===== src/rtl/uart_rx_ctrl.sv =====
// UART receiver control wrapper: between-frame config apply, frame watchdog,
// FWFT byte FIFO and saturating error counters.
module uart_rx_ctrl #(
   parameter int unsigned DEPTH        = 4,
   parameter int unsigned CNT_W        = 8,
   parameter bit          RST_PAR_EN   = 1'b1,
   parameter bit          RST_PAR_TYP  = 1'b0,
   parameter int unsigned RST_PRESCALE = 8
) (
   input  logic             clk,
   input  logic             rst,
   input  logic             rx_in,
   input  logic [7:0]       rx_p_data,
   input  logic             rx_data_valid,
   input  logic             rx_par_err,
   input  logic             rx_stp_err,
   input  logic             cfg_req,
   input  logic             cfg_par_en,
   input  logic             cfg_par_typ,
   input  logic [5:0]       cfg_prescale,
   output logic             cfg_ack,
   output logic             par_en,
   output logic             par_typ,
   output logic [5:0]       prescale,
   output logic             rd_valid,
   output logic [7:0]       rd_data,
   input  logic             rd_en,
   output logic [CNT_W-1:0] par_err_cnt,
   output logic [CNT_W-1:0] stp_err_cnt,
   output logic [CNT_W-1:0] ovf_cnt,
   output logic [CNT_W-1:0] tmo_cnt,
   input  logic             cnt_clr
);

   localparam int unsigned AW   = (DEPTH > 1) ? $clog2(DEPTH) : 1;
   localparam int unsigned CW   = AW + 1;
   localparam int unsigned WD_W = 10;

   typedef enum logic [1:0] {ST_IDLE, ST_BUSY, ST_APPLY} state_t;

   state_t            state_q, state_d;
   logic [WD_W-1:0]   wdog_q, wdog_d;
   logic              flag_q, flag_d;
   logic              pend_q, pend_d;
   logic              sh_par_en_q, sh_par_en_d;
   logic              sh_par_typ_q, sh_par_typ_d;
   logic [5:0]        sh_prescale_q, sh_prescale_d;
   logic              par_en_q, par_en_d;
   logic              par_typ_q, par_typ_d;
   logic [5:0]        prescale_q, prescale_d;
   logic              cfg_ack_q, cfg_ack_d;
   logic [7:0]        mem_q [DEPTH];
   logic [AW-1:0]     wr_ptr_q, wr_ptr_d;
   logic [AW-1:0]     rd_ptr_q, rd_ptr_d;
   logic [CW-1:0]     count_q, count_d;
   logic              rd_valid_q, rd_valid_d;
   logic [7:0]        rd_data_q, rd_data_d;
   logic [CNT_W-1:0]  par_cnt_q, par_cnt_d;
   logic [CNT_W-1:0]  stp_cnt_q, stp_cnt_d;
   logic [CNT_W-1:0]  ovf_cnt_q, ovf_cnt_d;
   logic [CNT_W-1:0]  tmo_cnt_q, tmo_cnt_d;

   logic flag_or, done, push, pop, full, push_ok, tmo_inc, ovf_inc;

   function automatic logic [CNT_W-1:0] cnt_next(input logic [CNT_W-1:0] c,
                                                 input logic inc, input logic clr);
      if (clr) return '0;
      if (inc && (c != '1)) return c + CNT_W'(1);
      return c;
   endfunction

   // Next-state, config handshake, FIFO bookkeeping and counters
   always_comb begin
      state_d       = state_q;
      wdog_d        = wdog_q;
      pend_d        = pend_q;
      sh_par_en_d   = sh_par_en_q;
      sh_par_typ_d  = sh_par_typ_q;
      sh_prescale_d = sh_prescale_q;
      par_en_d      = par_en_q;
      par_typ_d     = par_typ_q;
      prescale_d    = prescale_q;
      cfg_ack_d     = 1'b0;
      tmo_inc       = 1'b0;
      rd_data_d     = rd_data_q;

      flag_or = rx_data_valid | rx_par_err | rx_stp_err;
      done    = flag_or & ~flag_q;
      flag_d  = flag_or;
      push    = done & rx_data_valid & ~rx_par_err & ~rx_stp_err;

      case (state_q)
         ST_IDLE: begin
            if (!rx_in) begin
               state_d = ST_BUSY;
               wdog_d  = WD_W'(prescale_q) * WD_W'(12) - WD_W'(1);
            end else if (pend_q) begin
               // New config lands on the outputs as APPLY is entered
               state_d    = ST_APPLY;
               par_en_d   = sh_par_en_q;
               par_typ_d  = sh_par_typ_q;
               prescale_d = sh_prescale_q;
               cfg_ack_d  = 1'b1;
               pend_d     = 1'b0;
            end
         end
         ST_BUSY: begin
            if (done) begin
               state_d = ST_IDLE;
            end else if (wdog_q == '0) begin
               state_d = ST_IDLE;
               tmo_inc = 1'b1;
            end else begin
               wdog_d = wdog_q - WD_W'(1);
            end
         end
         ST_APPLY: state_d = ST_IDLE;
         default:  state_d = ST_IDLE;
      endcase

      if (cfg_req) begin
         sh_par_en_d   = cfg_par_en;
         sh_par_typ_d  = cfg_par_typ;
         sh_prescale_d = cfg_prescale;
         pend_d        = 1'b1;
      end

      pop        = rd_en & rd_valid_q;
      full       = (count_q == CW'(DEPTH));
      push_ok    = push & (~full | pop);
      ovf_inc    = push & full & ~pop;
      wr_ptr_d   = wr_ptr_q + AW'(push_ok);
      rd_ptr_d   = rd_ptr_q + AW'(pop);
      count_d    = count_q + CW'(push_ok) - CW'(pop);
      rd_valid_d = (count_d != '0);
      // The incoming byte becomes the head only when it lands where the head pointer goes
      if (push_ok && (wr_ptr_q == rd_ptr_d)) rd_data_d = rx_p_data;
      else if (count_d != '0)               rd_data_d = mem_q[rd_ptr_d];

      par_cnt_d = cnt_next(par_cnt_q, done & rx_par_err, cnt_clr);
      stp_cnt_d = cnt_next(stp_cnt_q, done & rx_stp_err, cnt_clr);
      ovf_cnt_d = cnt_next(ovf_cnt_q, ovf_inc, cnt_clr);
      tmo_cnt_d = cnt_next(tmo_cnt_q, tmo_inc, cnt_clr);
   end

   // State and control registers
   always_ff @(posedge clk) begin
      if (rst) begin
         state_q       <= ST_IDLE;
         wdog_q        <= '0;
         flag_q        <= 1'b0;
         pend_q        <= 1'b0;
         sh_par_en_q   <= RST_PAR_EN;
         sh_par_typ_q  <= RST_PAR_TYP;
         sh_prescale_q <= 6'(RST_PRESCALE);
         par_en_q      <= RST_PAR_EN;
         par_typ_q     <= RST_PAR_TYP;
         prescale_q    <= 6'(RST_PRESCALE);
         cfg_ack_q     <= 1'b0;
         wr_ptr_q      <= '0;
         rd_ptr_q      <= '0;
         count_q       <= '0;
         rd_valid_q    <= 1'b0;
         rd_data_q     <= '0;
         par_cnt_q     <= '0;
         stp_cnt_q     <= '0;
         ovf_cnt_q     <= '0;
         tmo_cnt_q     <= '0;
      end else begin
         state_q       <= state_d;
         wdog_q        <= wdog_d;
         flag_q        <= flag_d;
         pend_q        <= pend_d;
         sh_par_en_q   <= sh_par_en_d;
         sh_par_typ_q  <= sh_par_typ_d;
         sh_prescale_q <= sh_prescale_d;
         par_en_q      <= par_en_d;
         par_typ_q     <= par_typ_d;
         prescale_q    <= prescale_d;
         cfg_ack_q     <= cfg_ack_d;
         wr_ptr_q      <= wr_ptr_d;
         rd_ptr_q      <= rd_ptr_d;
         count_q       <= count_d;
         rd_valid_q    <= rd_valid_d;
         rd_data_q     <= rd_data_d;
         par_cnt_q     <= par_cnt_d;
         stp_cnt_q     <= stp_cnt_d;
         ovf_cnt_q     <= ovf_cnt_d;
         tmo_cnt_q     <= tmo_cnt_d;
      end
   end

   // FIFO storage needs no reset; occupancy decides what is visible
   always_ff @(posedge clk) begin
      if (push_ok) mem_q[wr_ptr_q] <= rx_p_data;
   end

   assign cfg_ack     = cfg_ack_q;
   assign par_en      = par_en_q;
   assign par_typ     = par_typ_q;
   assign prescale    = prescale_q;
   assign rd_valid    = rd_valid_q;
   assign rd_data     = rd_data_q;
   assign par_err_cnt = par_cnt_q;
   assign stp_err_cnt = stp_cnt_q;
   assign ovf_cnt     = ovf_cnt_q;
   assign tmo_cnt     = tmo_cnt_q;

endmodule

===== config.mk =====
export PLATFORM = sky130hd
export DESIGN_NAME = uart_rx_ctrl
export DESIGN_NICKNAME = d
export VERILOG_FILES = /design/src/rtl/uart_rx_ctrl.sv
export SDC_FILE = /design/constraint.sdc
export NUM_CORES = 1
export LEC_CHECK = 0
export BUFFER_PORTS_ARGS = -buffer_cell sky130_fd_sc_hd__buf_4
export CAP_MARGIN = 20
export CORE_ASPECT_RATIO = 1.25
export CORE_UTILIZATION = 37
export DETAILED_ROUTE_END_ITERATION = 16
export GPL_TIMING_DRIVEN = 0
export MAX_ROUTING_LAYER = met4
export PLACE_DENSITY = 0.6
export SLEW_MARGIN = 10
export SYNTH_ARGS = -nofsm -noshare
export SYNTH_HDL_FRONTEND = slang
export SYNTH_SLANG_ARGS = --single-unit

===== constraint.sdc =====
create_clock -name clk -period 4.5 [get_ports clk]
set_clock_uncertainty 0.1 [all_clocks]
set_input_delay 1.125 -clock clk [delete_from_list [all_inputs] [get_ports clk]]
set_output_delay 1.125 -clock clk [all_outputs]
set_load 0.005 [all_outputs]

---- Yosys cells after proc, flatten, opt, wreduce, memory -nomap -nowiden ----
Memories as Yosys holds them, arrays and structs flattened. A register that Yosys moved wholly into a read port is not among the register bits.
Index checks and enable logic that the tools add are counted.
cells by class
  $add $sub $neg .......................... 10
  multiply operators ...................... 1
  divide/modulo/power cells ............... 0
  $lt $le $gt $ge ......................... 0
  eq/ne operators ......................... 12
  shifts and indexed selects .............. 0
  muxes and demuxes ....................... 40
  bitwise operators ....................... 20
  reductions and logical operators ........ 21
operator list
  cell                                                number
  two-way mux 8 bit                                   13
  adder 8 x 1 -> 8 bit, second input constant         4
  inequality test 8 bit, second input constant        4
  two-way mux 10 bit                                  3
  one-hot mux 10 bit (2 select lines)                 1
  subtractor 10 x 1 -> 10 bit, second input constant  2
  two-way mux 1 bit                                   18
  nonzero test 2 bit                                  8
  AND 1 bit                                           10
  logical NOT 10 bit                                  1
  multiplier 6 x 2 -> 8 bit, second input constant    1
  two-way mux 2 bit                                   4
  NOT 1 bit                                           7
  inequality test 2 bit, second input constant        3
  inequality test 3 bit, second input constant        2
  logical AND 1 bit                                   5
  adder 2 x 1 -> 2 bit                                2
  one-hot mux 2 bit (2 select lines)                  1
  AND reduction 2 bit                                 2
  AND reduction 4 bit                                 1
  adder 3 x 1 -> 3 bit                                1
  equality test 3 bit, second input constant          1
  OR 1 bit                                            3
  AND reduction 3 bit                                 1
  6 further kinds                                     6
word-level totals
  bits in registers ....................... 71
  bits in latches ......................... 0
  RAM bits ................................ 32
  ROM bits ................................ 0
  input port bits ......................... 25
  output and inout port bits .............. 50
  word-level logic and storage cells ...... 124
  memories ................................ 1
memories
  memory  depth  width  rd ports  clocked after Yosys merged registers in  write ports  RTL line  text
  mem_q   4      8      1         1                                        1            52        logic [7:0] mem_q [DEPTH];

---- Longest topological paths before layout ----
  word-level depth ........................ 13
  depth in mapped cells ................... 14
  depth with buffers taken out ............ 13

---- Worst setup path before layout ----
Ideal clock, no wire load.
  kind .................................... input-to-reg
  start point ............................. input port rx_par_err
  end point ............................... register rd_data_q[0] (netlist: rd_data[0]), read port of mem_q
  library setup time ...................... 0.128 ns
  arrival time ............................ 3.650 ns
  path slack .............................. 0.623 ns
  cell stages on the path ................. 13
  buffers on the path ..................... 1
  path through ............................ nor4b_2 > nand2_1 > ha_1 > inv_1 > ha_1 > fa_1 > xor2_1 > xnor2_1 > or3_1 > buf_6 > mux2_4 > mux2i_1 > nor2_1
on the way
  word-level cells in the longest chain between the ends .. 11
  elaborated cells on any way between the ends .. 13
  classes of those cells .................. add/sub: 2; bitwise: 8; reduce/logical: 3
RTL lines
  item                              RTL line  text
  start, declared                   15        input logic rx_par_err,
  OR 1 bit (2 in a row)             87        flag_or = rx_data_valid | rx_par_err | rx_stp_err;
  AND 1 bit                         88        done = flag_or & ~flag_q;
  AND 1 bit                         90        push = done & rx_data_valid & ~rx_par_err & ~rx_stp_err;
  AND 1 bit (*) (2 in a row)        90
  AND 1 bit (*)                     130       push_ok = push & (~full | pop);
  adder 3 x 1 -> 3 bit              134       count_d = count_q + CW'(push_ok) - CW'(pop);
  subtractor 3 x 1 -> 3 bit         134
  nonzero test 3 bit                138       else if (count_d != '0) rd_data_d = mem_q[rd_ptr_d];
  nonzero test 2 bit (no line) (*)  --
  end, declared                     57        logic [7:0] rd_data_q, rd_data_d;
Every way passes the cells marked *; elsewhere a longest branch is shown, timed or not.
A chain may end at the register's enable or synchronous reset.

---- Worst setup path after layout ----
  start point ............................. input port rx_par_err
  end point ............................... register rd_data_q[3] (netlist: rd_data[3]), read port of mem_q
The elaborated chain is that of the path after synthesis.

==> flow_metrics.tcl <==
set metrics [dict create \
    fill_cells 1323 \
    nNetsFinal 616 \
    slew_headroom 0.335 \
    totalPowerFinal_w 0.00268 \
    worstSetupEndpointType "register" \
    drc 0 \
    synth_top_family_by_area "simple AND/OR/NAND/NOR gates" \
    cts-root-buf "clkbuf_16" \
    die_h_um 134 \
    multi_input_area_mm2 0.00252 \
    p_leak_nw 2.51 \
    cp_common_cell "ha_1" \
    crit-reg2reg-launch "flag_q$_SDFF_PP0_" \
    syn_area_mm2 0.00519 \
    syn2layout_area_growth_pct 21.2 \
    grt-ovfl-total 0 \
    hold_start "sh_prescale_q[0]$_SDFFE_PP0P_" \
    cts_inserted_buffers 9 \
    muxShareOfSynthArea 0.0966 \
    synth_xor_area_frac 0.0718 \
    post_cts_buffers 0 \
    cp.depth 14 \
    period_minus_slack_ns 3.95 \
    r2r_cells 13 \
    clock_latency_ns 0.35 \
    ys_seq_area_frac 0.490 \
    cp_slowest_cell "fa_1" \
    dieArea_mm2 0.0145 \
    synth_warnings 0 \
    cts_tree "yes" \
    grt_max_degree 21 \
    cts.repair.resized 0 \
    antenna_found_initial 0 \
    setup_viol_count_final 0 \
    dp.cells 736 \
    rows 48 \
    synth_fp_nets 531 \
    synth_cell_types 60 \
    grt_pass1_vias 3788 \
    peakVddDrop_v 0.000191 \
    wl_per_cell_um 14.8 \
    startpoint "rx_par_err" \
    synth_edf_count 32 \
    critPathMaxStageDelay_ns 0.37 \
    synth-simple-area-share 0.182 \
    critPathCapture "rd_data[3]$_SDFFE_PP0P_" \
    outcome "finished, final reports clean" \
    hold_class "reg -> reg" \
    rsz0062_at_grt "no" \
    cts_buffer_depth 2 \
    wl_um 11100 \
    async_flop_share 0 \
    period_share 0.878 \
    worst_pin_slew_ns 0.994 \
    path_clk_slew_ns 0.08 \
    power.density_mw_per_mm2 426 \
    fin_tns_setup_ns 0 \
    die_x_um 108 \
    start_kind "input port" \
    stdcell_count 752 \
    initial_core_util 0.378 \
    place_area_mm2 0.00598 \
    r2r_end "rd_data[3]$_SDFFE_PP0P_" \
    slew_viol_final 0 \
    detail-route-antenna-nets 0 \
    grt_pass1_wl_um 18500 \
    reg2reg_slack_ns 1.15 \
    cp_max_fo 9 \
    drtIter0Drc 74 \
    required_ns 4.62 \
    timing_worst_setup_path_type "in -> reg" \
    grt_use_total 0.168 \
    final_area_mm2 0.00629 \
    postCtsHoldBufs 0 \
    synth_cells 487 \
    path_delay_family "simple AND/OR/NAND/NOR gates" \
    synth_compound_area_frac 0.0851 \
    cp_cell_sequence "buf_4, nor4b_2, nand2_1, ha_1, inv_1, ha_1, fa_1, xor2_1, xnor2_1, or3_1, buf_6, mux2_4, mux2i_1, nor2_1" \
    timing.fmax_mhz 253 \
    antennaDiodeCount 0 \
    synth_fa_ha_area_frac 0.0487 \
    dr_total_vias 3811 \
    place.gp.congestion 0.807 \
    first_pass_iters 4 \
    ios 75 \
    hold_violations 0 \
    drive_gt1_frac 0.213 \
    core-area_mm2 0.0138 \
    ys_ff_latch 111 \
    utilization 0.458 \
    dp_hpwl_um 8090 \
    cts_max_level 3 \
    syn_avg_cell_area_um2 10.7 \
    crit_arrival_ns 4.07 \
    viasPerCell 5.07 \
    drv_cap 0 \
    yosys_most_used_dff "dfxtp_1" \
    clock_sinks 111 \
    crit_buf_inv 3 \
    seq_area_mm2 0.00254 \
    portBuffers 74 \
]
[how the worst min path moves through the flow]
stage | slack (ns) | end | depth (start not counted)
finish | 0.36 | prescale[0]$_SDFFE_PP0P_ | 2
global route | 0.37 | prescale[4]$_SDFFE_PP0P_ | 2
CTS | 0.36 | prescale[0]$_SDFFE_PP0P_ | 2
detailed placement | 0.35 | prescale[1]$_SDFFE_PP0P_ | 2
global placement | 0.34 | prescale[0]$_SDFFE_PP0P_ | 2
floorplan | 0.33 | par_typ$_SDFFE_PP0P_ | 2
[layer usage]
layer,share of wire,vias up,track usage,wire length (um)
met1,0.44,1856,0.197,4890
met4,0.012,0,0.0571,139
met2,0.51,61,0.283,5670
li1,-,1885,-,-
met5,0,-,-,0
met3,0.039,9,0.0364,433
[worst register-to-register path, delay by kind of cell, from the launching register on]
kind                     cells  cell delay [ns]
XOR/XNOR                     2             0.29
adder cells (fa/ha/maj)      3             0.89
buffers and inverters        2             0.21
flip-flops                   1             0.34
multiplexers                 2             0.46
AND/OR/NAND/NOR              4             0.92
[cells in the mapped netlist (all sizes together), types with 8 or more instances]
cell / n / area [um^2]
dfxtp: 79 / 1580
nor2: 78 / 295
edfxtp: 32 / 961
nand2: 30 / 113
xor2: 28 / 245
a21oi: 21 / 109
mux2i: 19 / 190
ha: 17 / 213
nand4: 15 / 93.8
inv: 14 / 52.6
clkbuf: 13 / 48.8
and3: 12 / 75.1
nor2b: 12 / 75.1
xnor2: 12 / 105
o21ai: 10 / 50.0
nor3: 9 / 61.3
mux2: 8 / 120
mux4: 8 / 191
nand3: 8 / 40.0
[per-stage QoR]
stage               setup slack (ns)  hold slack [ns]
global route                   0.372            0.374
CTS                            0.528            0.359
detailed placement             0.129            0.347
global placement               0.248            0.340
finish                         0.550            0.357
floorplan                      0.623            0.331
[layout make-up]
class,count,area share
Sequential cell,111,0.404
Multi-Input combinational cell,344,0.401
Timing Repair Buffer,74,0.0883
Clock buffer,9,0.0358
Tap cell,175,0.0348
Clock inverter,7,0.0145
Buffer,18,0.0131
Inverter,14,0.00835
[where the power goes]
part	internal, W	total (W)	switching [W]
clock network	0.000444	0.000837	0.000393
logic	0.000382	0.000696	0.000314
registers	0.00110	0.00115	0.0000484
[flip-flops by register name, indices dropped and copies added, names as in the netlist, 2 cells and up]
signal	count
mem_q	32
state_q	2
sh_prescale_q	6
count_q	3
ovf_cnt	8
rd_data	8
par_err_cnt	8
prescale	6
tmo_cnt	8
stp_err_cnt	8
wr_ptr_q	2
rd_ptr_q	2
wdog_q	10
[cells in the final DEF, fill, tap and decap left out, types with 6 or more instances in the layout]
cell type | netlist | layout
clkbuf_1 | 13 | 13
buf_4 | 0 | 74
xnor2_1 | 12 | 12
edfxtp_1 | 32 | 32
nor3_1 | 7 | 6
clkbuf_16 | 0 | 9
mux2_4 | 8 | 8
nand4_1 | 15 | 15
nand2b_1 | 6 | 6
nand2_1 | 30 | 30
nor2_1 | 77 | 77
dfxtp_1 | 79 | 79
mux2i_1 | 19 | 19
xor2_1 | 28 | 28
nor2b_1 | 12 | 12
inv_1 | 14 | 14
and3_1 | 12 | 12
a21oi_1 | 20 | 20
nand3_1 | 8 | 8
o21ai_0 | 7 | 7
ha_1 | 17 | 17
[kinds of logic after synthesis]
kind of cell               after synthesis
and+or+nand+nor                        190
DFF                                    111
AOI/OAI and AO/OA                       59
xor gates and xnor gates                41
muxes                                   35
buffers and inverters                   32
adders and majority gates               19
(Power assumes the default switching activity.)
